<file path="src/rtl/bf_program_loader.sv">
// ---------------------------------------------------------------------------
// bf_program_loader
//
// Purpose:
//   Writer side of the core's program ROM interface. Accepts a byte stream
//   of brainfuck source over a valid/ready handshake, encodes each opcode
//   character into the core's 3-bit instruction encoding and writes the
//   opcodes sequentially into program memory starting at address 0.
//   Non-opcode characters are accepted and dropped. Bracket balance is
//   tracked on the fly so that a malformed program never reports done.
//
// Parameters:
//   ADDR_WIDTH  - program memory address width (capacity 2**ADDR_WIDTH)
//   DEPTH_WIDTH - width of the bracket nesting counter
//
// Ports:
//   clock           - system clock, all state on rising edge
//   reset_n         - asynchronous active-low reset
//   start           - single-cycle pulse, begins or restarts a load
//   in_valid        - source byte valid
//   in_ready        - loader accepts a byte this cycle
//   in_data         - ASCII source byte
//   in_last         - final byte of the program (qualified by in_valid)
//   pmem_we         - program memory write enable, one cycle per opcode
//   pmem_addr       - program memory write address
//   pmem_data_write - encoded opcode
//   done            - load completed with balanced brackets
//   error           - load aborted
//   error_code      - 0 none, 1 unmatched ']', 2 unclosed '[', 3 overflow
//   prog_length     - number of opcodes written
// ---------------------------------------------------------------------------
module bf_program_loader #(
    parameter int ADDR_WIDTH  = 16,
    parameter int DEPTH_WIDTH = 16
) (
    input  logic                  clock,
    input  logic                  reset_n,
    input  logic                  start,
    input  logic                  in_valid,
    output logic                  in_ready,
    input  logic [7:0]            in_data,
    input  logic                  in_last,
    output logic                  pmem_we,
    output logic [ADDR_WIDTH-1:0] pmem_addr,
    output logic [2:0]            pmem_data_write,
    output logic                  done,
    output logic                  error,
    output logic [1:0]            error_code,
    output logic [ADDR_WIDTH:0]   prog_length
);

    typedef enum logic [1:0] {
        ST_IDLE  = 2'd0,
        ST_LOAD  = 2'd1,
        ST_DONE  = 2'd2,
        ST_ERROR = 2'd3
    } state_t;

    localparam logic [2:0] OP_OPEN  = 3'd4;
    localparam logic [2:0] OP_CLOSE = 3'd5;

    localparam logic [1:0] ERR_NONE      = 2'd0;
    localparam logic [1:0] ERR_UNMATCHED = 2'd1;
    localparam logic [1:0] ERR_UNCLOSED  = 2'd2;
    localparam logic [1:0] ERR_OVERFLOW  = 2'd3;

    localparam logic [ADDR_WIDTH:0]    LEN_ONE   = {{ADDR_WIDTH{1'b0}}, 1'b1};
    localparam logic [DEPTH_WIDTH-1:0] DEPTH_ONE = {{(DEPTH_WIDTH-1){1'b0}}, 1'b1};

    state_t                  state_q, state_d;
    logic                    inReady_q;
    logic                    pmemWe_q, pmemWe_d;
    logic [ADDR_WIDTH-1:0]   pmemAddr_q, pmemAddr_d;
    logic [2:0]              pmemData_q, pmemData_d;
    logic                    done_q;
    logic                    error_q;
    logic [1:0]              errCode_q, errCode_d;
    logic [ADDR_WIDTH:0]     progLen_q, progLen_d;
    logic [DEPTH_WIDTH-1:0]  depth_q, depth_d;

    logic                    isOp;
    logic [2:0]              opCode;
    logic                    accept;
    logic                    capacityFull;
    logic                    depthFull;

    // Character decoder: maps the eight brainfuck opcode characters onto
    // the core's instruction encoding. Anything else is a comment byte.
    always_comb begin
        isOp   = 1'b1;
        opCode = 3'd0;
        unique case (in_data)
            8'h2B:   opCode = 3'd0;  // '+'
            8'h2D:   opCode = 3'd1;  // '-'
            8'h3E:   opCode = 3'd2;  // '>'
            8'h3C:   opCode = 3'd3;  // '<'
            8'h5B:   opCode = 3'd4;  // '['
            8'h5D:   opCode = 3'd5;  // ']'
            8'h2E:   opCode = 3'd6;  // '.'
            8'h2C:   opCode = 3'd7;  // ','
            default: isOp   = 1'b0;
        endcase
    end

    // in_ready is registered, and is only ever high while in LOAD, so the
    // handshake alone qualifies a byte. The program is full once the count
    // reaches 2**ADDR_WIDTH, which is exactly when its top bit is set.
    assign accept       = in_valid && inReady_q;
    assign capacityFull = progLen_q[ADDR_WIDTH];
    assign depthFull    = &depth_q;

    // Next-state logic. A start pulse overrides everything, including a
    // byte offered in the same cycle, so a restart always begins cleanly.
    // Within LOAD a faulting byte is never written, and a fault raised by
    // the in_last byte takes priority over the end-of-program balance check.
    always_comb begin
        state_d    = state_q;
        pmemWe_d   = 1'b0;
        pmemAddr_d = pmemAddr_q;
        pmemData_d = pmemData_q;
        errCode_d  = errCode_q;
        progLen_d  = progLen_q;
        depth_d    = depth_q;

        if (start) begin
            state_d   = ST_LOAD;
            progLen_d = '0;
            depth_d   = '0;
            errCode_d = ERR_NONE;
        end else if (state_q == ST_LOAD && accept) begin
            if (isOp && capacityFull) begin
                state_d   = ST_ERROR;
                errCode_d = ERR_OVERFLOW;
            end else if (isOp && opCode == OP_OPEN && depthFull) begin
                state_d   = ST_ERROR;
                errCode_d = ERR_OVERFLOW;
            end else if (isOp && opCode == OP_CLOSE && depth_q == '0) begin
                state_d   = ST_ERROR;
                errCode_d = ERR_UNMATCHED;
            end else begin
                if (isOp) begin
                    pmemWe_d   = 1'b1;
                    pmemAddr_d = progLen_q[ADDR_WIDTH-1:0];
                    pmemData_d = opCode;
                    progLen_d  = progLen_q + LEN_ONE;
                    if (opCode == OP_OPEN) begin
                        depth_d = depth_q + DEPTH_ONE;
                    end else if (opCode == OP_CLOSE) begin
                        depth_d = depth_q - DEPTH_ONE;
                    end
                end
                if (in_last) begin
                    if (depth_d == '0) begin
                        state_d = ST_DONE;
                    end else begin
                        state_d   = ST_ERROR;
                        errCode_d = ERR_UNCLOSED;
                    end
                end
            end
        end
    end

    // State and datapath registers. in_ready, done and error are registered
    // off the next state so they change on the very edge the FSM moves,
    // which stops any byte being accepted after in_last or a fault.
    always_ff @(posedge clock or negedge reset_n) begin
        if (!reset_n) begin
            state_q    <= ST_IDLE;
            inReady_q  <= 1'b0;
            pmemWe_q   <= 1'b0;
            pmemAddr_q <= '0;
            pmemData_q <= '0;
            done_q     <= 1'b0;
            error_q    <= 1'b0;
            errCode_q  <= ERR_NONE;
            progLen_q  <= '0;
            depth_q    <= '0;
        end else begin
            state_q    <= state_d;
            inReady_q  <= (state_d == ST_LOAD);
            pmemWe_q   <= pmemWe_d;
            pmemAddr_q <= pmemAddr_d;
            pmemData_q <= pmemData_d;
            done_q     <= (state_d == ST_DONE);
            error_q    <= (state_d == ST_ERROR);
            errCode_q  <= errCode_d;
            progLen_q  <= progLen_d;
            depth_q    <= depth_d;
        end
    end

    assign in_ready        = inReady_q;
    assign pmem_we         = pmemWe_q;
    assign pmem_addr       = pmemAddr_q;
    assign pmem_data_write = pmemData_q;
    assign done            = done_q;
    assign error           = error_q;
    assign error_code      = errCode_q;
    assign prog_length     = progLen_q;

endmodule
</file>
<file path="config.mk">
export PLATFORM = sky130hd
export DESIGN_NAME = bf_program_loader
export DESIGN_NICKNAME = d
export VERILOG_FILES = /design/src/rtl/bf_program_loader.sv
export SDC_FILE = /design/constraint.sdc
export NUM_CORES = 1
export LEC_CHECK = 0
export BUFFER_PORTS_ARGS = -buffer_cell sky130_fd_sc_hd__buf_4
export CAP_MARGIN = 15
export CORE_MARGIN = 3
export CORE_UTILIZATION = 57
export DETAILED_ROUTE_END_ITERATION = 8
export PLACE_DENSITY_LB_ADDON = 0.08
export SETUP_SLACK_MARGIN = 0.1
export SLEW_MARGIN = 20
export SYNTH_ARGS = -nofsm -noshare
export SYNTH_HDL_FRONTEND = slang
export SYNTH_SLANG_ARGS = --single-unit
</file>
<file path="constraint.sdc">
create_clock -name clock -period 3.3 [get_ports clock]
set_input_delay 0 -clock clock [delete_from_list [all_inputs] [get_ports clock]]
set_output_delay 0 -clock clock [all_outputs]
set_load 0.005 [all_outputs]
</file>
==> tab_implementation.tex <==
\begin{tabular}{lr}
\hline
Metric & Value \\
\hline
\multicolumn{2}{l}{\textbf{Detailed routing}} \\
\quad Final antenna-violating net count & 0 \\
\quad Detailed-route wire length & 8606 um \\
\quad Post-DR vias/cell & 6.100 \\
\quad DRC & 0 \\
\quad Violation count after the first detailed-route iteration & 248 \\
\quad Number of detailed-route iterations in the first pass & 4 \\
\quad Vias & 3111 \\
\quad Average wire per standard cell & 16.87 um \\
\multicolumn{2}{l}{\textbf{Status}} \\
\quad Result of the run & completed \\
\multicolumn{2}{l}{\textbf{Min path}} \\
\quad Endpoint, Worst Hold & pmem\_data\_write[1] \\
\quad Tightest Hold Check Type & primary input to flip-flop \\
\quad Critical hold path startpoint & in\_data[0] \\
\quad Worst Hold Path Cells & 3 \\
\multicolumn{2}{l}{\textbf{Setup path}} \\
\quad Category of the most critical setup path & primary input to flip-flop \\
\quad Register-to-register path setup slack & 0.40 ns \\
\quad Capture instance of the worst register-to-register path & done \\
\quad Crit end category & flip-flop \\
\quad Worst Path Arrival & 3.18 ns \\
\quad Startpoint types & primary input \\
\quad FF-to-FF path depth & 9 \\
\quad Startpoint of the most critical register-to-register path & depth\_q[2] \\
\quad Highest net fanout along the worst path & 7 \\
\quad Data required time of the critical path & 3.58 ns \\
\multicolumn{2}{l}{\textbf{Clock tree}} \\
\quad Maximum count of clock buffers along a single path & 2 \\
\quad Num Clock Sinks & 60 \\
\quad H-tree depth & 3 \\
\quad CTS tree & built \\
\quad Clock slew at the register clock pins of the worst setup and hold paths & 0.07 ns \\
\quad Clk Tree Root Cell & clkbuf\_8 \\
\quad TritonCTS Buffers & 9 \\
\quad Clock latency of the later-clocked register in the worst-skew pair & 0.34 ns \\
\multicolumn{2}{l}{\textbf{Finish}} \\
\quad Count of placed standard cells in the final layout, fillers left out & 510 \\
\quad Multi-input gate area in the final layout & 1947 sq um \\
\quad Growth of design area from synthesis to finish & 19.05\% \\
\quad Storage cell area & 1501 sq um \\
\quad Number of nets at the end of the flow & 448 \\
\quad Share of layout cells above drive strength 1 & 25.52\% \\
\quad Antenna cell count & 0 \\
\quad Layout filler cell count & 470 \\
\quad Design area & 4247 sq um \\
\multicolumn{2}{l}{\textbf{Synthesis}} \\
\quad Netlist cell types & 59 \\
\quad Register area share after synthesis & 42.09\% \\
\quad Cell count after synthesis & 381 \\
\quad Synth Net Count & 398 \\
\quad Primary flip-flop cell chosen by synthesis mapping & dfrtp\_1 \\
\quad Average instance area after synthesis & 9.363 sq um \\
\quad Summed instance area of the synthesized netlist & 3567 sq um \\
\quad FFs w/ async S/R, synth & 100.0\% \\
\quad Number of enable flip-flop cells after synthesis & 0 \\
\quad Number of synthesis warnings & 0 \\
\quad Register bit count reported by yosys & 60 \\
\multicolumn{2}{l}{\textbf{STA}} \\
\quad Final critical-path required period & 2.900 ns \\
\quad Maximum achievable frequency & 0.3448 GHz \\
\quad Actual transition at the worst max-transition pin & 0.7730 ns \\
\quad Setup TNS Final & 0 ns \\
\quad Setup-failing EPs final & 0 \\
\quad Final period util & 87.89\% \\
\quad Hold Fails Final Rpt & 0 \\
\quad Max transition margin & 48.22\% \\
\quad Max Transition Viols Final & 0 \\
\quad Worst Skew & 0.01020 ns \\
\quad Unrepaired setup endpoints after global routing & false \\
\multicolumn{2}{l}{\textbf{Place}} \\
\quad \# port buffers & 54 \\
\quad Cell Count Post-Placement & 492 \\
\quad Routability congestion estimate from global placement & 0.9483 \\
\quad Estimated wirelength of the detail-placed design & 6174 um \\
\quad Post-detailed-placement cell area & 4013 sq um \\
\multicolumn{2}{l}{\textbf{Floorplanning}} \\
\quad Die height & 85.11 um \\
\quad Core outline area & 5991 sq um \\
\quad Top-Level Pins & 55 \\
\quad Cell Rows & 28 \\
\quad Area enclosed by the die boundary & 7244 sq um \\
\quad Die outline width & 85.11 um \\
\quad Effective utilization at floorplan & 59.54\% \\
\multicolumn{2}{l}{\textbf{GRT}} \\
\quad Number of antenna violations at the first check in global routing & 0 \\
\quad First-pass GRT wire length & 14690 um \\
\quad Number of global-route vias before repair & 3037 \\
\quad Congestion Overflow GR & 0 \\
\quad Maximum number of pins on one net before global-route repair & 61 \\
\quad GRT Resource Usage Total & 25.39\% \\
\multicolumn{2}{l}{\textbf{Power}} \\
\quad Part of the total power dissipated in sequential elements & 48.8\% \\
\quad Proportion of power drawn by combinational gates & 8.5\% \\
\quad Power Total & 0.001540 W \\
\quad P\_leak & 1.876 nW \\
\quad Int Power & 0.001153 W \\
\quad Share of power burned in the clock network & 42.7\% \\
\quad Psw & 0.0003871 W \\
\quad Ratio of total power to cell area & 362.7 nW/um\^{}2 \\
\quad Switching share of power & 25.13\% \\
\quad Worst VDD drop & 0.3483 mV \\
\multicolumn{2}{l}{\textbf{Run}} \\
\quad Number of maximum-capacitance constraint violations & 0 \\
\hline
\end{tabular}
==> worst max path at each step <==
stage | slack (ns) | end | cells after the start | start
2_1_floorplan | 0.58 | error_code[0] | 9 | depth_q[2]
3_3_place_gp | 0.48 | pmem_addr[15] | 8 | depth_q[0]
3_5_place_dp | 0.33 | pmem_addr[15] | 8 | depth_q[0]
4_1_cts | 0.31 | pmem_addr[15] | 8 | depth_q[0]
5_1_grt | 0.17 | done | 8 | depth_q[7]
6_report | 0.40 | done | 10 | in_data[7]
==> synthesized netlist by cell type, types with 8 or more instances <==
library cell | n | share of area (%)
o21ai_0 | 16 | 2.2
clkbuf_1 | 16 | 1.7
dfrtp_1 | 60 | 42
a21oi_1 | 14 | 2.0
nand4_1 | 11 | 1.9
xor2_1 | 15 | 3.7
mux2_2 | 16 | 5.1
nor2_1 | 52 | 5.5
or3_1 | 13 | 2.3
nand2_1 | 17 | 1.8
nor4_1 | 8 | 1.4
nor3_1 | 11 | 1.5
nand3_1 | 20 | 2.8
xnor2_1 | 16 | 3.9
inv_1 | 9 | 0.95
==> power by group through the flow <==
stage / combinational [W] / clock [W] / sequential, W
after floorplan: 0.0000663 / 0 / 0.000764
after global placement: 0.000123 / 0 / 0.000765
after detailed placement: 0.000126 / 0 / 0.000765
after CTS: 0.000130 / 0.000670 / 0.000751
after global routing: 0.000146 / 0.000702 / 0.000752
final: 0.000131 / 0.000658 / 0.000751
==> sequential cells by signal, indices dropped and copies added, names as in the netlist <==
register and cells:
pmem_we 1, in_ready 1, error_code 2, pmem_data_write 3
done 1, error 1, prog_length 17, state_q 2
depth_q 16, pmem_addr 16
==> stage by stage <==
step / setup slack [ns] / hold WS [ns] / util (%)
after floorplan: 0.5843 / -0.2956 / -
after global placement: 0.4760 / 0.1119 / 66.98
after CTS: 0.3064 / 0.01308 / 70.66
after detailed placement: 0.3318 / 0.1143 / 66.98
final: 0.3996 / 0.02557 / 70.89
after global routing: 0.1703 / 0.02334 / 70.89
==> cell usage in the layout, fill, tap and decap left out, types with 4 or more instances in the layout <==
cell type  synthesis  layout
a21oi_1           14      14
and3_1             7       7
and4_1             5       5
buf_4              0      60
clkbuf_8           0      10
dfrtp_1           60      60
ha_1               4       4
inv_1              9       9
mux2_2            16      16
nand2_1           17      17
nand3_1           20      20
nand4_1           11      11
nand4b_1           5       5
nor2_1            52      52
nor3_1            11      11
nor4_1             8       8
o21ai_0           16      16
o31a_1             4       4
or2_2              5       5
or3_1             13      13
xnor2_1           16      16
xor2_1            15      15
==> worst max-delay path, stage by stage <==
cell	delay (ns)
dlygate4sd3_1	0.54
buf_4	0.16
or4b_4	0.55
a21oi_1	0.36
o211ai_1	0.18
a221oi_1	0.33
xnor2_1	0.18
nand4_1	0.19
o41ai_2	0.50
and2_1	0.19
==> repair_timing <==
action | in CTS | in global routing
hold buffers | 3 | 0
endpoints found under the hold margin | 63 | 0
setup endpoints to repair | 0 | 2
setup buffers | 0 | 0
gates resized for setup | 0 | 1
==> cells by family (layout without fill, tap and decap cells) <==
family / after synthesis / in the layout / share of synthesized area, %
buffers and inverters: 33 / 87 / 3.718
flip-flops: 60 / 60 / 42.09
AO/OA/AOI/OAI: 63 / 63 / 13.15
XOR/XNOR: 31 / 31 / 7.611
adder cells (fa/ha/maj): 4 / 4 / 1.403
multiplexers: 20 / 20 / 6.208
AND/OR/NAND/NOR: 170 / 170 / 25.82
==> cell type report <==
cell class                 count  area share [%]
multi-input combinational    288           45.85
clock inverter                 5           1.237
sequential                    60           35.36
tap                           75           2.210
timing repair buffer          63           11.31
inverter                       9          0.7955
clock buffer                  10           3.241
==> metal layers <==
| layer | global-route usage (%) | vias to the layer above | wire length (um) |
|---|---|---|---|
| met5 | 0 | - | 0 |
| met4 | 5.612 | 0 | 73 |
| met3 | 5.631 | 8 | 555 |
| met2 | 39.83 | 112 | 4017 |
| met1 | 36.19 | 1513 | 3959 |
| li1 | - | 1478 | - |
(Power assumes the default switching activity.)
